<file path="src/rtl/fft_bfly_ctrl.sv">
// -----------------------------------------------------------------------------
// fft_bfly_ctrl
//
// Address and control sequencer for an in-place 64-point radix-2 DIT FFT.
// It walks 6 stages of 32 butterflies each. For every butterfly it performs
// one RAM read of both legs, waits BF_LAT cycles for the external butterfly
// datapath, then writes both results back to the same two addresses.
// The loader is expected to have stored the operands in bit-reversed order.
// This block does no reordering of its own.
//
// Parameters
//   BF_LAT      : cycles from Bf_Valid to the butterfly result being valid
//                 on the RAM write data inputs (legal range 1..15).
//
// Ports
//   Clk         : single clock, all state updates on the rising edge.
//   Rst_n       : asynchronous active-low reset.
//   Start       : one-cycle request to run a full pass. Sampled only in IDLE.
//   Busy        : high from the first READ cycle through the last WRITE cycle.
//   Done        : one-cycle pulse in the cycle after the final WRITE.
//   Ram_En      : RAM enable. High only in READ and WRITE cycles.
//   Ram_We_A/B  : RAM write enables for ports A and B. High only in WRITE.
//   Ram_Addr_A  : address of the upper butterfly leg.
//   Ram_Addr_B  : address of the lower butterfly leg (Ram_Addr_A + 2^stage).
//   Bf_Valid    : RAM read data holds valid operands this cycle.
//   Tw_Idx      : twiddle ROM index for the current butterfly.
//   Stage       : current stage, 0..5.
// -----------------------------------------------------------------------------
module fft_bfly_ctrl #(
    parameter int unsigned BF_LAT = 2
) (
    input  logic       Clk,
    input  logic       Rst_n,
    input  logic       Start,
    output logic       Busy,
    output logic       Done,
    output logic       Ram_En,
    output logic       Ram_We_A,
    output logic       Ram_We_B,
    output logic [5:0] Ram_Addr_A,
    output logic [5:0] Ram_Addr_B,
    output logic       Bf_Valid,
    output logic [4:0] Tw_Idx,
    output logic [2:0] Stage
);

    typedef enum logic [2:0] {
        ST_IDLE,
        ST_READ,
        ST_WAIT,
        ST_WRITE,
        ST_DONE
    } state_t;

    // Value of the wait counter in the last WAIT cycle.
    localparam logic [3:0] WAIT_LAST = 4'(BF_LAT - 1);

    state_t     state_q, state_d;
    logic [2:0] stage_q, stage_d;
    logic [4:0] bfly_q, bfly_d;
    logic [3:0] wait_cnt_q, wait_cnt_d;
    logic [5:0] addr_a_q, addr_a_d;
    logic [5:0] addr_b_q, addr_b_d;
    logic [4:0] tw_idx_q, tw_idx_d;
    logic       load_addr;

    // Upper-leg address: insert a zero bit at position s into the butterfly
    // number. This equals (b >> s) * 2 * 2^s + (b & (2^s - 1)).
    function automatic logic [5:0] upper_addr(input logic [2:0] s, input logic [4:0] b);
        logic [5:0] b6;
        logic [5:0] mask;
        b6   = {1'b0, b};
        mask = (6'd1 << s) - 6'd1;
        return ((b6 >> s) << (s + 3'd1)) | (b6 & mask);
    endfunction

    // Twiddle index: the position inside the group, scaled up to the 32-entry
    // ROM. The result is always below 32, so the upper bit can be dropped.
    function automatic logic [4:0] twiddle_idx(input logic [2:0] s, input logic [4:0] b);
        logic [5:0] b6;
        logic [5:0] mask;
        logic [5:0] scaled;
        b6     = {1'b0, b};
        mask   = (6'd1 << s) - 6'd1;
        scaled = (b6 & mask) << (3'd5 - s);
        return scaled[4:0];
    endfunction

    // State, loop counters and address registers.
    // The addresses are loaded once per butterfly, on entry to READ. They then
    // stay stable through WAIT and WRITE, so the write lands on the locations
    // that were just read.
    always_ff @(posedge Clk or negedge Rst_n) begin
        if (!Rst_n) begin
            state_q    <= ST_IDLE;
            stage_q    <= 3'd0;
            bfly_q     <= 5'd0;
            wait_cnt_q <= 4'd0;
            addr_a_q   <= 6'd0;
            addr_b_q   <= 6'd0;
            tw_idx_q   <= 5'd0;
        end else begin
            state_q    <= state_d;
            stage_q    <= stage_d;
            bfly_q     <= bfly_d;
            wait_cnt_q <= wait_cnt_d;
            addr_a_q   <= addr_a_d;
            addr_b_q   <= addr_b_d;
            tw_idx_q   <= tw_idx_d;
        end
    end

    // Next-state logic and Moore output decode.
    // Start is only honoured in IDLE. A request arriving mid-pass or in DONE
    // therefore cannot disturb the sequence.
    always_comb begin
        state_d    = state_q;
        stage_d    = stage_q;
        bfly_d     = bfly_q;
        wait_cnt_d = wait_cnt_q;
        addr_a_d   = addr_a_q;
        addr_b_d   = addr_b_q;
        tw_idx_d   = tw_idx_q;
        load_addr  = 1'b0;

        Busy       = 1'b0;
        Done       = 1'b0;
        Ram_En     = 1'b0;
        Ram_We_A   = 1'b0;
        Ram_We_B   = 1'b0;
        Bf_Valid   = 1'b0;

        case (state_q)
            ST_IDLE: begin
                if (Start) begin
                    state_d   = ST_READ;
                    stage_d   = 3'd0;
                    bfly_d    = 5'd0;
                    load_addr = 1'b1;
                end
            end

            ST_READ: begin
                Busy       = 1'b1;
                Ram_En     = 1'b1;
                wait_cnt_d = 4'd0;
                state_d    = ST_WAIT;
            end

            ST_WAIT: begin
                Busy     = 1'b1;
                // The read data appears one cycle after READ, which is the
                // first WAIT cycle.
                Bf_Valid = (wait_cnt_q == 4'd0);
                if (wait_cnt_q == WAIT_LAST) begin
                    state_d = ST_WRITE;
                end else begin
                    wait_cnt_d = wait_cnt_q + 4'd1;
                end
            end

            ST_WRITE: begin
                Busy     = 1'b1;
                Ram_En   = 1'b1;
                Ram_We_A = 1'b1;
                Ram_We_B = 1'b1;
                if ((stage_q == 3'd5) && (bfly_q == 5'd31)) begin
                    state_d = ST_DONE;
                end else begin
                    // The butterfly counter wraps to 0 as the stage advances.
                    bfly_d    = bfly_q + 5'd1;
                    stage_d   = (bfly_q == 5'd31) ? stage_q + 3'd1 : stage_q;
                    load_addr = 1'b1;
                    state_d   = ST_READ;
                end
            end

            ST_DONE: begin
                Done    = 1'b1;
                state_d = ST_IDLE;
            end

            default: begin
                state_d = ST_IDLE;
            end
        endcase

        // The two legs are always 2^stage apart. Bit 'stage' of the upper
        // address is zero, so setting that bit is the same as adding 2^stage.
        if (load_addr) begin
            addr_a_d = upper_addr(stage_d, bfly_d);
            addr_b_d = upper_addr(stage_d, bfly_d) | (6'd1 << stage_d);
            tw_idx_d = twiddle_idx(stage_d, bfly_d);
        end
    end

    assign Ram_Addr_A = addr_a_q;
    assign Ram_Addr_B = addr_b_q;
    assign Tw_Idx     = tw_idx_q;
    assign Stage      = stage_q;

endmodule
</file>
<file path="config.mk">
export PLATFORM = sky130hd
export DESIGN_NAME = fft_bfly_ctrl
export DESIGN_NICKNAME = d
export VERILOG_FILES = /design/src/rtl/fft_bfly_ctrl.sv
export SDC_FILE = /design/constraint.sdc
export NUM_CORES = 1
export LEC_CHECK = 0
export ABC_AREA = 1
export BUFFER_PORTS_ARGS = -buffer_cell sky130_fd_sc_hd__buf_4
export CAP_MARGIN = 20
export CORE_MARGIN = 4
export CORE_UTILIZATION = 52
export CTS_CLUSTER_DIAMETER = 50
export CTS_CLUSTER_SIZE = 16
export DETAILED_ROUTE_END_ITERATION = 10
export PLACE_DENSITY_LB_ADDON = 0.3
export RECOVER_POWER = 50
export SETUP_SLACK_MARGIN = 0.05
export SYNTH_ARGS = -nofsm -noshare
export SYNTH_HDL_FRONTEND = slang
export SYNTH_SLANG_ARGS = --single-unit
export TNS_END_PERCENT = 1
</file>
<file path="constraint.sdc">
create_clock -name Clk -period 2.7 [get_ports Clk]
set_input_delay 0.27 -clock Clk [delete_from_list [all_inputs] [get_ports Clk]]
set_output_delay 0.27 -clock Clk [all_outputs]
set_load 0.05 [all_outputs]
</file>
# Word level (Yosys, flattened, before mapping)
# Cells that the tools add are included.
# classes
muxes,21
bitwise_logic,3
add_sub_neg,6
n_shift,4
n_reduce_logical,8
eq_ne,10
# ops
operator,count
3-bit 2-to-1 mux,6
6-bit OR,2
3-bit one-hot mux with 4 select lines,1
5-bit 2-to-1 mux,2
5-bit one-hot mux with 2 select lines,1
4-bit one-hot mux with 2 select lines,1
1-bit 2-to-1 mux,7
"3-bit by 1-bit adder with 3-bit output, second input constant",2
5-bit by 6-bit AND with 6-bit output,1
"3-bit by 2-bit equality test with 1-bit output, second input constant",2
"3-bit equality test, second input constant",2
"2-bit inequality test, second input constant",3
3-bit one-hot mux with 2 select lines,1
"1-bit by 3-bit << shifter with 6-bit output, first input constant",1
6-bit by 3-bit << shifter with 5-bit output,1
6-bit by 3-bit << shifter with 6-bit output,1
5-bit by 3-bit right shift with 6-bit output,1
"6-bit by 1-bit subtractor with 6-bit output, second input constant",1
"5-bit by 1-bit adder with 5-bit output, second input constant",1
"5-bit equality test, second input constant",1
"4-bit by 1-bit adder with 4-bit output, second input constant",1
"4-bit by 1-bit equality test with 1-bit output, second input constant",1
4-bit logical NOT,1
4-bit 2-to-1 mux,1
9 further kinds,10
# totals
ff_bits,32
word_cells,59
in_bits,3

# Depth between registers and ports, before layout
# logic_depth
word_depth,9
depth_mapped,20

# Worst setup path before layout
# No wires, ideal clock.
# synth_timing
kind,flip-flop to flip-flop
start,register stage_q[1] (netlist: Stage[1])
end,register tw_idx_q[4] (netlist: Tw_Idx[4])
t_arrival_ns,2.846
path_slack_ns,-0.228
path_buffers,1
required_time_ns,2.618
stages_incl_launch_ff,17
cell_sequence,dfrtp_1 > inv_1 > ha_1 > a21oi_1 > nand2_1 > nand2_1 > nand2_1 > nand2_2 > buf_2 > ha_1 > nand2_2 > ha_1 > a21oi_1 > nand2_1 > o21ai_1 > nand2_1 > a31oi_1
# synth_via
elab_chain_len,8
word_cells_on_any_way,16
cone_classes,add/sub (3); eq/ne (1); shift (2); mux (8); bitwise (1); reduce/logical (1)
# synth_lines
item,line,rtl
"start, declared",59,"logic [2:0] stage_q, stage_d;"
"start signal, assigned",104,stage_q <= stage_d;
3-bit by 1-bit adder with 3-bit output / 3-bit equality test (equally long branches),"172, 167",
3-bit 2-to-1 mux / 1-bit logical AND (equally long branches),"172, 167",
3-bit 2-to-1 mux,167,if ((stage_q == 3'd5) && (bfly_q == 5'd31)) begin
3-bit one-hot mux with 2 select lines,133,case (state_q)
1-bit by 3-bit << shifter with 6-bit output,84,mask = (6'd1 << s) - 6'd1;
6-bit by 1-bit subtractor with 6-bit output,84,
5-bit by 6-bit AND with 6-bit output,85,scaled = (b6 & mask) << (3'd5 - s);
6-bit by 3-bit << shifter with 5-bit output,85,
"end signal, assigned",109,tw_idx_q <= tw_idx_d;
"end, declared",64,"logic [4:0] tw_idx_q, tw_idx_d;"
# Several ways; a longest one is shown, not always the timed one.
# A chain may end at the register's enable or synchronous reset.

# Worst setup path after layout
# layout_timing
start,register bfly_q[1]
end,register tw_idx_q[4] (netlist: Tw_Idx[4])
# layout_via
elab_chain_len,8
word_cells_on_any_way,16
cone_classes,add/sub (3); eq/ne (1); shift (2); mux (8); bitwise (1); reduce/logical (1)
# layout_lines
item,line,rtl
"start, declared",60,"logic [4:0] bfly_q, bfly_d;"
"start signal, assigned",105,bfly_q <= bfly_d;
5-bit equality test *,"167, 172",
3-bit 2-to-1 mux / 1-bit logical AND (equally long branches),"172, 167",
3-bit 2-to-1 mux *,167,
3-bit one-hot mux with 2 select lines *,133,
net stage_d[1],59,
1-bit by 3-bit << shifter with 6-bit output,84,
6-bit by 1-bit subtractor with 6-bit output,84,
5-bit by 6-bit AND with 6-bit output,85,
6-bit by 3-bit << shifter with 5-bit output *,85,
# Mark *: on every way through the listed nets, which the timed path passes. The rest lies on a longest branch.

==> results_dict.tcl <==
set metrics [dict create \
    stdcell_count 398 \
    reg2reg_from "bfly_q[1]$_DFF_PN0_" \
    tritoncts "done" \
    fin_nets 363 \
    routedWlPerCell_um 14.3 \
    insertion_delay_ns 0.29 \
    cp-start-kind "register" \
    numPortBuffers 28 \
    dp.cells 376 \
    clk_pin_slew_ns 0.07 \
    switchingPower_w 0.00177 \
    hold_viol_final 0 \
    cts_sinks 32 \
    ys_types 33 \
    setup_viol 0 \
    sw_frac_of_total_pct 54.3 \
    outcome "finished with violations" \
    routabilityCongestion 0.985 \
    seq_power_share_pct 24.9 \
    clockBufferDepth 2 \
    crit_required_ns 2.90 \
    min_path_type "in -> reg" \
    pre_cts_slack_ns -0.0565 \
    drc_errors 0 \
    arrival_ns 2.78 \
    syn_inst 297 \
    io_pins 29 \
    crit_fanout 7 \
    irDropWorstVdd_mv 0.657 \
    critPathKind "reg -> reg" \
    rows 23 \
    clock_power_share_pct 11.9 \
    async_flop_share_pct 100 \
    synthSimpleGateAreaFrac_pct 37.8 \
    grt_overflow 0 \
    violations "max-capacitance violations, max-slew violations" \
    synth_edf_count 0 \
    drt-initial-drc-count 210 \
    timing.fmax_ghz 0.388 \
    detail-route-antenna-nets 0 \
    vias 2156 \
    synth_common_cells "76 x nand2_1, 34 x inv_1, 34 x nand3_1" \
    area_growth_pct 26.6 \
    yosysMostFrequentCell "nand2_1" \
    synthDominantCellAreaShare_pct 36.2 \
    track_usage_pct 22.2 \
    final.period_utilization_pct 95.4 \
    final_util_pct 69.1 \
    grt_max_degree 33 \
    synthXorXnorAreaFrac_pct 1.19 \
    rsz0062_at_grt "yes" \
    synth_mux_area_share_pct 0 \
    yosysWarnings 0 \
    p_leak_nw 1.36 \
    synth_seq_cells 32 \
    cts_buffers 5 \
    slew_viol_final 33 \
    synth_nets 313 \
    synthesis.area_um2 2210 \
    clock_tree.htree_level_count 2 \
    synthTopCellsByArea "dfrtp_1 36%, nand2_1 13%, nand3_1 7.7%" \
    dr.pass1.iters 7 \
    antenna_found_initial 0 \
    yosysSeqAreaShare_pct 36.2 \
    n_antenna_cell 0 \
    synthFlopType "dfrtp_1" \
    cts_root_buf "clkbuf_8" \
    die_w_um 73.3 \
    drt-total-wl_um 5670 \
    dieArea_um2 5370 \
    synth_compound_area_share_pct 8.70 \
    synth_fa_ha_area_share_pct 7.34 \
    hold_start "Start" \
    setup_ws_ns 0.124 \
    first_global_vias 1936 \
    fp.coreArea_um2 4060 \
    grt_pass1_wl_um 9050 \
    end_kind "register" \
    critical_path.startpoint "bfly_q[1]$_DFF_PN0_" \
    worst_slew_pin_slew_ns 1.74 \
    dp_hpwl_um 3870 \
    power.density_nw_per_um2 1160 \
    die_h_um 73.3 \
    intPower_w 0.00149 \
    yosysTopAreaCell "dfrtp_1" \
    viasPerCell 5.42 \
    max_cap_violations 1 \
    power_frac_comb_pct 63.3 \
    min_period_ns 2.58 \
    syn_avg_cell_area_um2 7.46 \
    fin_skew_ns 0.00747 \
    slew_headroom_pct -16.0 \
    start_util_pct 54.6 \
    drive_gt1_share_pct 28.2 \
    synth_top_family_by_area "simple AND/OR/NAND/NOR gates" \
]
final cells by class:
| cell class | count | area, µm² |
|---|---|---|
| Multi-Input combinational cell | 220 | 1370 |
| Fill cell | 318 | 1250 |
| Sequential cell | 32 | 803 |
| Timing Repair Buffer | 50 | 333 |
| Inverter | 38 | 148 |
| Clock buffer | 8 | 90.1 |
| Tap cell | 50 | 62.6 |
layer usage:
metal	track usage (%)	part of all wire, %
met4	10.5	2.4
met2	33.5	47
met1	30.4	44
met3	4.65	6.7
met5	0	0
logic make-up after synthesis:
family          count (synthesis)
simple gates                  169
buf+inv                        45
compound gates                 35
flops                          32
fa+ha+maj                      13
xor+xnor                        3
flip-flops by register name, summed over array words and instances, names as in the netlist:
name,cells
Ram_Addr_A,6
Ram_Addr_B,6
Tw_Idx,5
bfly_q,5
wait_cnt_q,4
Stage,3
state_q,3
worst max-delay path, cell delays in order (launching register included):
cell	delay [ns]
dfrtp_1	0.35
ha_2	0.18
and3_4	0.19
ha_4	0.14
inv_2	0.04
a21oi_4	0.12
buf_4	0.13
nand3b_2	0.08
nand2_4	0.14
inv_4	0.06
ha_4	0.17
nand2_4	0.09
ha_4	0.15
xnor2_2	0.11
nand2_2	0.10
o21ai_2	0.16
nand2_1	0.07
a31oi_1	0.18
through the flow:
step / hold slack, ns / TNS [ns] / instance area [µm²] / total power, W
CTS: 0.406 / 0 / 2670 / 0.00323
detailed placement: 0.241 / -0.0565 / 2540 / 0.00281
global route: 0.412 / -0.0293 / 2800 / 0.00352
floorplan: -0.0256 / 0 / 2270 / 0.00229
global placement: 0.232 / 0 / 2540 / 0.00279
finish: 0.398 / 0 / 2800 / 0.00326
placed cells by master (no fill, tap or decap), types with 2 or more instances in the layout:
cell type and n:
nand2_4 5, clkbuf_8 6, o21ai_2 3, nand2_2 8
xor2_1 2, dfrtp_2 2, nor2_1 21, o21ai_1 5
inv_1 32, nor2_2 2, ha_4 5, dfrtp_1 30
a21oi_1 10, nor2_4 3, nand3_1 33, inv_2 4
ha_2 2, inv_4 2, a21oi_2 4, a31oi_1 6
ha_1 6, nand2_1 73, nand3_2 6, buf_4 35
o21ai_0 3, nand4_1 9, clkbuf_1 15, or2_2 4
power groups by stage:
stage / Clock, W / Sequential [W] / Combinational [W]
final: 0.000387 / 0.000810 / 0.00206
after global routing: 0.000417 / 0.000838 / 0.00226
after CTS: 0.000393 / 0.000809 / 0.00203
after detailed placement: 0 / 0.000818 / 0.00200
after global placement: 0 / 0.000811 / 0.00198
after floorplan: 0 / 0.00122 / 0.00107
worst paths after layout:
path                       slack [ns]                        end  depth (start not counted)
min in group asynchronous        0.98  wait_cnt_q[3]$_DFFE_PN0P_                          2
setup reg to reg                 0.12      Tw_Idx[4]$_DFFE_PN0P_                         17
max in group asynchronous        0.59         Stage[1]$_DFF_PN0_                          2
setup / recovery                 0.12      Tw_Idx[4]$_DFFE_PN0P_                         17
hold reg to reg                  0.49  Ram_Addr_B[0]$_DFFE_PN0P_                          2
hold / removal                   0.40     state_q[0]$_DFFE_PN0P_                          5
timing repair:
item	CTS	global route
pin swaps	5	14
setup buffers	3	10
hold endpoints to repair	32	0
gates resized for setup	2	23
endpoints found under the setup margin	6	16
hold buffers	1	0
No activity file was read; power rests on OpenSTA's default activity.
